`src/rtl/circle_job_sched_if.sv`:
```
// Signal bundle between the circle job scheduler and its surroundings:
// two job requesters, the shared circle engine and the framebuffer port.
interface circle_job_sched_if;
  logic       req0, req1;
  logic [7:0] xc0, xc1;
  logic [6:0] yc0, yc1;
  logic [5:0] r0, r1;
  logic [2:0] col0, col1;
  logic       ack0, ack1;
  logic       done0, done1;
  logic       ovf;
  logic       busy;
  logic [7:0] eng_xc;
  logic [6:0] eng_yc;
  logic [5:0] eng_r;
  logic       eng_plot;
  logic [7:0] eng_xo;
  logic [6:0] eng_yo;
  logic       eng_done;
  logic [7:0] pix_x;
  logic [6:0] pix_y;
  logic [2:0] pix_col;
  logic       pix_we;

  // Scheduler side
  modport slave (
    input  req0, req1, xc0, xc1, yc0, yc1, r0, r1, col0, col1,
    input  eng_xo, eng_yo, eng_done,
    output ack0, ack1, done0, done1, ovf, busy,
    output eng_xc, eng_yc, eng_r, eng_plot,
    output pix_x, pix_y, pix_col, pix_we
  );

  // Requesters, engine and framebuffer side
  modport master (
    output req0, req1, xc0, xc1, yc0, yc1, r0, r1, col0, col1,
    output eng_xo, eng_yo, eng_done,
    input  ack0, ack1, done0, done1, ovf, busy,
    input  eng_xc, eng_yc, eng_r, eng_plot,
    input  pix_x, pix_y, pix_col, pix_we
  );
endinterface

```
`src/rtl/circle_job_sched.sv`:
```
// Round-robin scheduler feeding draw jobs from two requesters into one
// Bresenham circle engine, with clipped pixel write strobe generation.
module circle_job_sched #(
  parameter int SCR_W     = 160,
  parameter int SCR_H     = 120,
  parameter int DRAIN_CYC = 10,
  parameter int RST_HOLD  = 1023
) (
  input  logic             CLK50,
  input  logic             resetn,
  circle_job_sched_if.slave bus
);

  localparam int CNT_MAX = (RST_HOLD > DRAIN_CYC) ? RST_HOLD : DRAIN_CYC;
  localparam int CNT_W   = $clog2(CNT_MAX + 1);
  localparam logic [CNT_W-1:0] HOLD_END  = CNT_W'(RST_HOLD);
  localparam logic [CNT_W-1:0] DRAIN_END = CNT_W'(DRAIN_CYC - 1);
  localparam logic [8:0]       SCR_W9    = 9'(SCR_W);
  localparam logic [8:0]       SCR_H9    = 9'(SCR_H);

  typedef enum logic [2:0] {S_WAIT, S_IDLE, S_LAUNCH, S_DRAW, S_DRAIN} state_t;

  state_t           r_state, w_next;
  logic [CNT_W-1:0] r_cnt, w_cnt_next;
  logic [7:0]       r_xc;
  logic [6:0]       r_yc;
  logic [5:0]       r_r;
  logic [2:0]       r_col;
  logic             r_owner, r_last_grant, r_fit;
  logic             w_any_req, w_grant, w_sel, w_fit;
  logic             w_launch, w_finish, w_drawing;

  assign w_any_req = bus.req0 | bus.req1;
  assign w_grant   = (r_state == S_IDLE) & w_any_req;
  // Both requesting: favour the one not served last; otherwise the lone one.
  assign w_sel     = (bus.req0 & bus.req1) ? ~r_last_grant : bus.req1;

  // Whole circle on screen; 9-bit sums so xc+r never wraps.
  assign w_fit = (r_xc >= {2'b00, r_r}) &
                 (({1'b0, r_xc} + {3'b000, r_r}) < SCR_W9) &
                 (r_yc >= {1'b0, r_r}) &
                 (({2'b00, r_yc} + {3'b000, r_r}) < SCR_H9);

  // State and shared counter register
  always_ff @(posedge CLK50 or negedge resetn) begin
    if (!resetn) begin
      r_state <= S_WAIT;
      r_cnt   <= '0;
    end else begin
      r_state <= w_next;
      r_cnt   <= w_cnt_next;
    end
  end

  // Next state: post-reset hold, arbitration, launch, draw, drain countdown
  always_comb begin
    w_next     = r_state;
    w_cnt_next = r_cnt;
    case (r_state)
      S_WAIT: begin
        if (r_cnt == HOLD_END) begin
          w_next     = S_IDLE;
          w_cnt_next = '0;
        end else begin
          w_cnt_next = r_cnt + CNT_W'(1);
        end
      end
      S_IDLE:   if (w_any_req) w_next = S_LAUNCH;
      S_LAUNCH: w_next = S_DRAW;
      S_DRAW: begin
        if (bus.eng_done) begin
          w_next     = S_DRAIN;
          w_cnt_next = '0;
        end
      end
      S_DRAIN: begin
        if (r_cnt == DRAIN_END) begin
          w_next     = S_IDLE;
          w_cnt_next = '0;
        end else begin
          w_cnt_next = r_cnt + CNT_W'(1);
        end
      end
      default: begin
        w_next     = S_WAIT;
        w_cnt_next = '0;
      end
    endcase
  end

  // Latch the granted job, remember its owner, and capture fit at launch
  always_ff @(posedge CLK50 or negedge resetn) begin
    if (!resetn) begin
      r_xc         <= '0;
      r_yc         <= '0;
      r_r          <= '0;
      r_col        <= '0;
      r_owner      <= 1'b0;
      r_last_grant <= 1'b1;
      r_fit        <= 1'b0;
    end else begin
      if (w_grant) begin
        r_xc         <= w_sel ? bus.xc1  : bus.xc0;
        r_yc         <= w_sel ? bus.yc1  : bus.yc0;
        r_r          <= w_sel ? bus.r1   : bus.r0;
        r_col        <= w_sel ? bus.col1 : bus.col0;
        r_owner      <= w_sel;
        r_last_grant <= w_sel;
      end
      if (r_state == S_LAUNCH) r_fit <= w_fit;
    end
  end

  assign w_launch  = (r_state == S_LAUNCH);
  assign w_finish  = (r_state == S_DRAIN) & (r_cnt == DRAIN_END);
  assign w_drawing = (r_state == S_DRAW) | (r_state == S_DRAIN);

  assign bus.ack0     = w_launch & ~r_owner;
  assign bus.ack1     = w_launch &  r_owner;
  assign bus.done0    = w_finish & ~r_owner;
  assign bus.done1    = w_finish &  r_owner;
  assign bus.ovf      = w_finish & ~r_fit;
  assign bus.busy     = (r_state != S_IDLE);
  assign bus.eng_plot = w_launch;
  assign bus.eng_xc   = r_xc;
  assign bus.eng_yc   = r_yc;
  assign bus.eng_r    = r_r;

  // Pixel stream passes straight through; off-screen coordinates are dropped.
  assign bus.pix_x   = bus.eng_xo;
  assign bus.pix_y   = bus.eng_yo;
  assign bus.pix_col = r_col;
  assign bus.pix_we  = w_drawing &
                       ({1'b0, bus.eng_xo} < SCR_W9) &
                       ({2'b00, bus.eng_yo} < SCR_H9);

endmodule
```
`src/flat_wrapper.sv`:
```
// flat-port wrapper written by rule: the top's interface ports become plain ports
module circle_job_sched_flat 
#(
  parameter int SCR_W     = 160,
  parameter int SCR_H     = 120,
  parameter int DRAIN_CYC = 10,
  parameter int RST_HOLD  = 1023
)
  (CLK50, resetn, bus_req0, bus_req1, bus_xc0, bus_xc1, bus_yc0, bus_yc1, bus_r0, bus_r1, bus_col0, bus_col1, bus_eng_xo, bus_eng_yo, bus_eng_done, bus_ack0, bus_ack1, bus_done0, bus_done1, bus_ovf, bus_busy, bus_eng_xc, bus_eng_yc, bus_eng_r, bus_eng_plot, bus_pix_x, bus_pix_y, bus_pix_col, bus_pix_we);
  circle_job_sched_if bus_i ();
  input  logic CLK50;
  input  logic resetn;
  input wire logic [$bits(bus_i.req0)-1:0] bus_req0;
  input wire logic [$bits(bus_i.req1)-1:0] bus_req1;
  input wire logic [$bits(bus_i.xc0)-1:0] bus_xc0;
  input wire logic [$bits(bus_i.xc1)-1:0] bus_xc1;
  input wire logic [$bits(bus_i.yc0)-1:0] bus_yc0;
  input wire logic [$bits(bus_i.yc1)-1:0] bus_yc1;
  input wire logic [$bits(bus_i.r0)-1:0] bus_r0;
  input wire logic [$bits(bus_i.r1)-1:0] bus_r1;
  input wire logic [$bits(bus_i.col0)-1:0] bus_col0;
  input wire logic [$bits(bus_i.col1)-1:0] bus_col1;
  input wire logic [$bits(bus_i.eng_xo)-1:0] bus_eng_xo;
  input wire logic [$bits(bus_i.eng_yo)-1:0] bus_eng_yo;
  input wire logic [$bits(bus_i.eng_done)-1:0] bus_eng_done;
  output wire logic [$bits(bus_i.ack0)-1:0] bus_ack0;
  output wire logic [$bits(bus_i.ack1)-1:0] bus_ack1;
  output wire logic [$bits(bus_i.done0)-1:0] bus_done0;
  output wire logic [$bits(bus_i.done1)-1:0] bus_done1;
  output wire logic [$bits(bus_i.ovf)-1:0] bus_ovf;
  output wire logic [$bits(bus_i.busy)-1:0] bus_busy;
  output wire logic [$bits(bus_i.eng_xc)-1:0] bus_eng_xc;
  output wire logic [$bits(bus_i.eng_yc)-1:0] bus_eng_yc;
  output wire logic [$bits(bus_i.eng_r)-1:0] bus_eng_r;
  output wire logic [$bits(bus_i.eng_plot)-1:0] bus_eng_plot;
  output wire logic [$bits(bus_i.pix_x)-1:0] bus_pix_x;
  output wire logic [$bits(bus_i.pix_y)-1:0] bus_pix_y;
  output wire logic [$bits(bus_i.pix_col)-1:0] bus_pix_col;
  output wire logic [$bits(bus_i.pix_we)-1:0] bus_pix_we;
  assign bus_i.req0 = bus_req0;
  assign bus_i.req1 = bus_req1;
  assign bus_i.xc0 = bus_xc0;
  assign bus_i.xc1 = bus_xc1;
  assign bus_i.yc0 = bus_yc0;
  assign bus_i.yc1 = bus_yc1;
  assign bus_i.r0 = bus_r0;
  assign bus_i.r1 = bus_r1;
  assign bus_i.col0 = bus_col0;
  assign bus_i.col1 = bus_col1;
  assign bus_i.eng_xo = bus_eng_xo;
  assign bus_i.eng_yo = bus_eng_yo;
  assign bus_i.eng_done = bus_eng_done;
  assign bus_ack0 = bus_i.ack0;
  assign bus_ack1 = bus_i.ack1;
  assign bus_done0 = bus_i.done0;
  assign bus_done1 = bus_i.done1;
  assign bus_ovf = bus_i.ovf;
  assign bus_busy = bus_i.busy;
  assign bus_eng_xc = bus_i.eng_xc;
  assign bus_eng_yc = bus_i.eng_yc;
  assign bus_eng_r = bus_i.eng_r;
  assign bus_eng_plot = bus_i.eng_plot;
  assign bus_pix_x = bus_i.pix_x;
  assign bus_pix_y = bus_i.pix_y;
  assign bus_pix_col = bus_i.pix_col;
  assign bus_pix_we = bus_i.pix_we;
  circle_job_sched #(.SCR_W(SCR_W), .SCR_H(SCR_H), .DRAIN_CYC(DRAIN_CYC), .RST_HOLD(RST_HOLD)) u_core (.CLK50(CLK50), .resetn(resetn), .bus(bus_i));
endmodule
```
`config.mk`:
```
export PLATFORM = sky130hd
export DESIGN_NAME = circle_job_sched_flat
export DESIGN_NICKNAME = d
export VERILOG_FILES = /design/src/rtl/circle_job_sched_if.sv /design/src/rtl/circle_job_sched.sv /design/src/flat_wrapper.sv
export SDC_FILE = /design/constraint.sdc
export NUM_CORES = 1
export LEC_CHECK = 0
export CAP_MARGIN = 15
export CORE_ASPECT_RATIO = 1.75
export CORE_MARGIN = 2
export CORE_UTILIZATION = 40
export DETAILED_ROUTE_END_ITERATION = 8
export MAX_ROUTING_LAYER = met4
export PLACE_DENSITY = 0.76
export SYNTH_ARGS = -nofsm -noshare
export SYNTH_HDL_FRONTEND = slang
export SYNTH_SLANG_ARGS = --single-unit
```
`constraint.sdc`:
```
create_clock -name CLK50 -period 5.7 [get_ports CLK50]
set_clock_uncertainty 0.1 [all_clocks]
set_input_delay 0.57 -clock CLK50 [delete_from_list [all_inputs] [get_ports CLK50]]
set_output_delay 0.57 -clock CLK50 [all_outputs]
set_load 0.02 [all_outputs]
```
==> flow_summary.json <==
{
  "status": "finished, final reports clean",
  "track_usage": 0.207,
  "gp_congestion": 0.835,
  "vdd_drop_max_uv": 131,
  "seq_area_sq_mm": 0.00100,
  "arrival_ps": 2530,
  "post_cts_buffers": 0,
  "relSlewSlack": 0.234,
  "grt_pass1_wl_microns": 11900,
  "met3_usage": 0.0256,
  "p_seq_frac": 0.389,
  "cts_sinks": 40,
  "syn_nets": 402,
  "async_flop_share": 1.00,
  "grt_pass1_vias": 2569,
  "synthMuxAreaShare": 0.0864,
  "tritoncts": "built",
  "die_x_microns": 67.0,
  "finalSetupTns_ps": 0,
  "yosysSeqAreaShare": 0.361,
  "io_pins": 115,
  "crit_start": "u_core.r_cnt[5]",
  "max_cap_violations": 0,
  "synthAdderAreaFrac": 0.117,
  "yosys.area_share.simple": 0.188,
  "setup_viol": 0,
  "final_common_cell": "clkdlybuf4s50_1",
  "initial_utilization": 0.408,
  "dp.cells": 464,
  "final_cell_count_no_fill": 471,
  "cts_buffers": 5,
  "critPathKind": "reg -> out",
  "wl_per_cell_microns": 15.5,
  "diodes": 0,
  "p_comb_frac": 0.259,
  "layout_common_cells": "clkdlybuf4s50_1, dfrtp_1, nor2_1, a21oi_1, ha_1",
  "leakage_nw": 1.67,
  "routed_wirelength_microns": 7320,
  "use_met2": 0.383,
  "cts_htree_levels": 2,
  "fp.dieH_microns": 114,
  "area_growth_pct": 38.7,
  "synth.top_cell.area_share": 0.351,
  "cp-start-kind": "flip-flop",
  "synth_cells": 308,
  "worst_pin_slew_ps": 1150,
  "period_needed_ps": 3200,
  "final_area_sq_mm": 0.00385,
  "drtAntennaViolNets": 0,
  "powerDensity_mw_per_mm2": 215,
  "max_freq_mhz": 313,
  "fin_nets": 481,
  "crit_required_ps": 5030,
  "internal_power_w": 0.000599,
  "rr_endpoint": "u_core.r_fit",
  "vias": 2503,
  "grtUsageMet1": 0.214,
  "grt_max_degree": 50,
  "core_region_area_sq_mm": 0.00681,
  "synth_compound_area_frac": 0.150,
  "hp-class": "in -> async",
  "cp_max_fo": 8,
  "clock_latency_ps": 280,
  "ys_warn_count": 0,
  "holdBufCountCts": 0,
  "antenna_found_initial": 0,
  "syn_area_sq_mm": 0.00278,
  "dpl_cell_area_sq_mm": 0.00370,
  "clk_pin_slew_worst_paths_ps": 60,
  "drtIter0Drc": 138,
  "cts_root_buffer": "clkbuf_16",
  "syn_area_per_cell_sq_um": 9.02,
  "reg2reg_from": "u_core.bus.eng_r[1]",
  "reg2reg_slack_ps": 3330,
  "ys_types": 50,
  "synth_xor_area_frac": 0.0126,
  "p_switching_w": 0.000230,
  "gr-total-overflow": 0,
  "period_share": 0.561,
  "netlist_top_cells_area": "dfrtp_1, ha_1, mux2i_1",
  "grt_busiest_layer": "met2",
  "vias_per_cell": 5.31,
  "final_util": 0.566,
  "portBuffers": 98,
  "hpwl_microns": 5600,
  "multi_input_area_sq_mm": 0.00156,
  "drt-pass1-iter-count": 4,
  "ys_ff_latch": 40,
  "drc_errors": 0,
  "synthFlopType": "dfrtp_1",
  "rows": 40,
  "fillCellCount": 668,
  "dieArea_sq_mm": 0.00766,
  "hold_violations": 0,
  "drive_above_1_share": 0.0465,
  "cts_resized": 0,
  "clkPwrFrac": 0.352,
  "maxSlewViolCount": 0,
  "crit_path_end_kind": "output pin",
  "swShare": 0.277,
  "synth_top_cell_by_area": "dfrtp_1",
  "synth_edf_count": 0,
  "clock_path_buffers": 2,
  "rsz0062_at_grt": "no",
  "synth_top_family_by_area": "simple AND/OR/NAND/NOR gates",
  "reg2reg_depth": 7
}
## power by group through the flow
stage	clock [W]	combinational, W	sequential (W)
6_report	0.000292	0.000214	0.000322
5_1_grt	0.000306	0.000236	0.000326
4_1_cts	0.000296	0.000217	0.000323
3_5_place_dp	0	0.000215	0.000328
3_3_place_gp	0	0.000209	0.000326
2_1_floorplan	0	0.0000995	0.000342
## routing by layer
| layer | up-vias | wire (microns) |
|---|---|---|
| met3 | 16 | 285 |
| met5 | - | 0 |
| met4 | 0 | 202 |
| met2 | 69 | 4170 |
| met1 | 1187 | 2650 |
| li1 | 1231 | - |
## how the worst max path moves through the flow
stage	to	slack [ps]
final	bus_done1	2500
after global placement	bus_ovf	2820
after CTS	bus_done1	2490
after global routing	bus_done1	2380
after floorplan	bus_done0	3360
after detailed placement	bus_ovf	2800
## kinds of logic (layout without fill, tap and decap cells)
| kind of cell | Yosys count | count (layout) |
|---|---|---|
| DFF | 40 | 40 |
| adders and majority gates | 26 | 26 |
| and+or+nand+nor | 103 | 103 |
| AOI/OAI and AO/OA | 70 | 70 |
| buffers and inverters | 41 | 120 |
| muxes | 24 | 24 |
| xor gates and xnor gates | 4 | 4 |
## stage by stage
stage	hold WS [ps]	power [W]	setup WS, ps
2_1_floorplan	174	0.000441	3360
3_3_place_gp	401	0.000535	2820
3_5_place_dp	401	0.000542	2800
4_1_cts	368	0.000836	2490
5_1_grt	413	0.000867	2380
6_report	329	0.000828	2500
## critical path: stages, from the launching register on
cell and delay (ps):
dfrtp_1 440, or4_4 550, nor4_4 280, nand3_1 220, nor2_1 140, clkdlybuf4s50_1 620
## layout make-up
cell class,count,area share
clock buffer,7,0.0396
inverter,14,0.0136
multi-input combinational,227,0.404
sequential,40,0.260
tap,84,0.0273
timing repair buffer,99,0.255
## synthesized netlist by cell type, types with 2 or more instances
cell / n
dfrtp_1: 39
nor2_1: 38
a21oi_1: 33
ha_1: 26
mux2i_1: 24
nand2_1: 18
buf_4: 15
inv_1: 14
o21ai_0: 12
nand3_1: 8
buf_2: 5
clkbuf_1: 5
nand2b_1: 5
nor2b_1: 5
nor3_1: 5
and3_1: 4
nand3b_1: 3
nand4_1: 3
nor3b_1: 3
o21ai_1: 3
a21o_1: 2
a22o_1: 2
a22oi_1: 2
a31oi_1: 2
and2_1: 2
clkbuf_8: 2
nor4_1: 2
o22ai_1: 2
xnor2_1: 2
xor2_1: 2
## state kept, by name, summed over array words and instances (netlist names)
signal / flops
u_core.r_cnt: 10
u_core.r_owner: 1
u_core.bus.eng_yc: 7
u_core.bus.eng_r: 6
u_core.r_state: 3
u_core.bus.eng_xc: 8
u_core.r_fit: 1
u_core.bus.pix_col: 3
u_core.r_last_grant: 1
(Power assumes the default switching activity.)
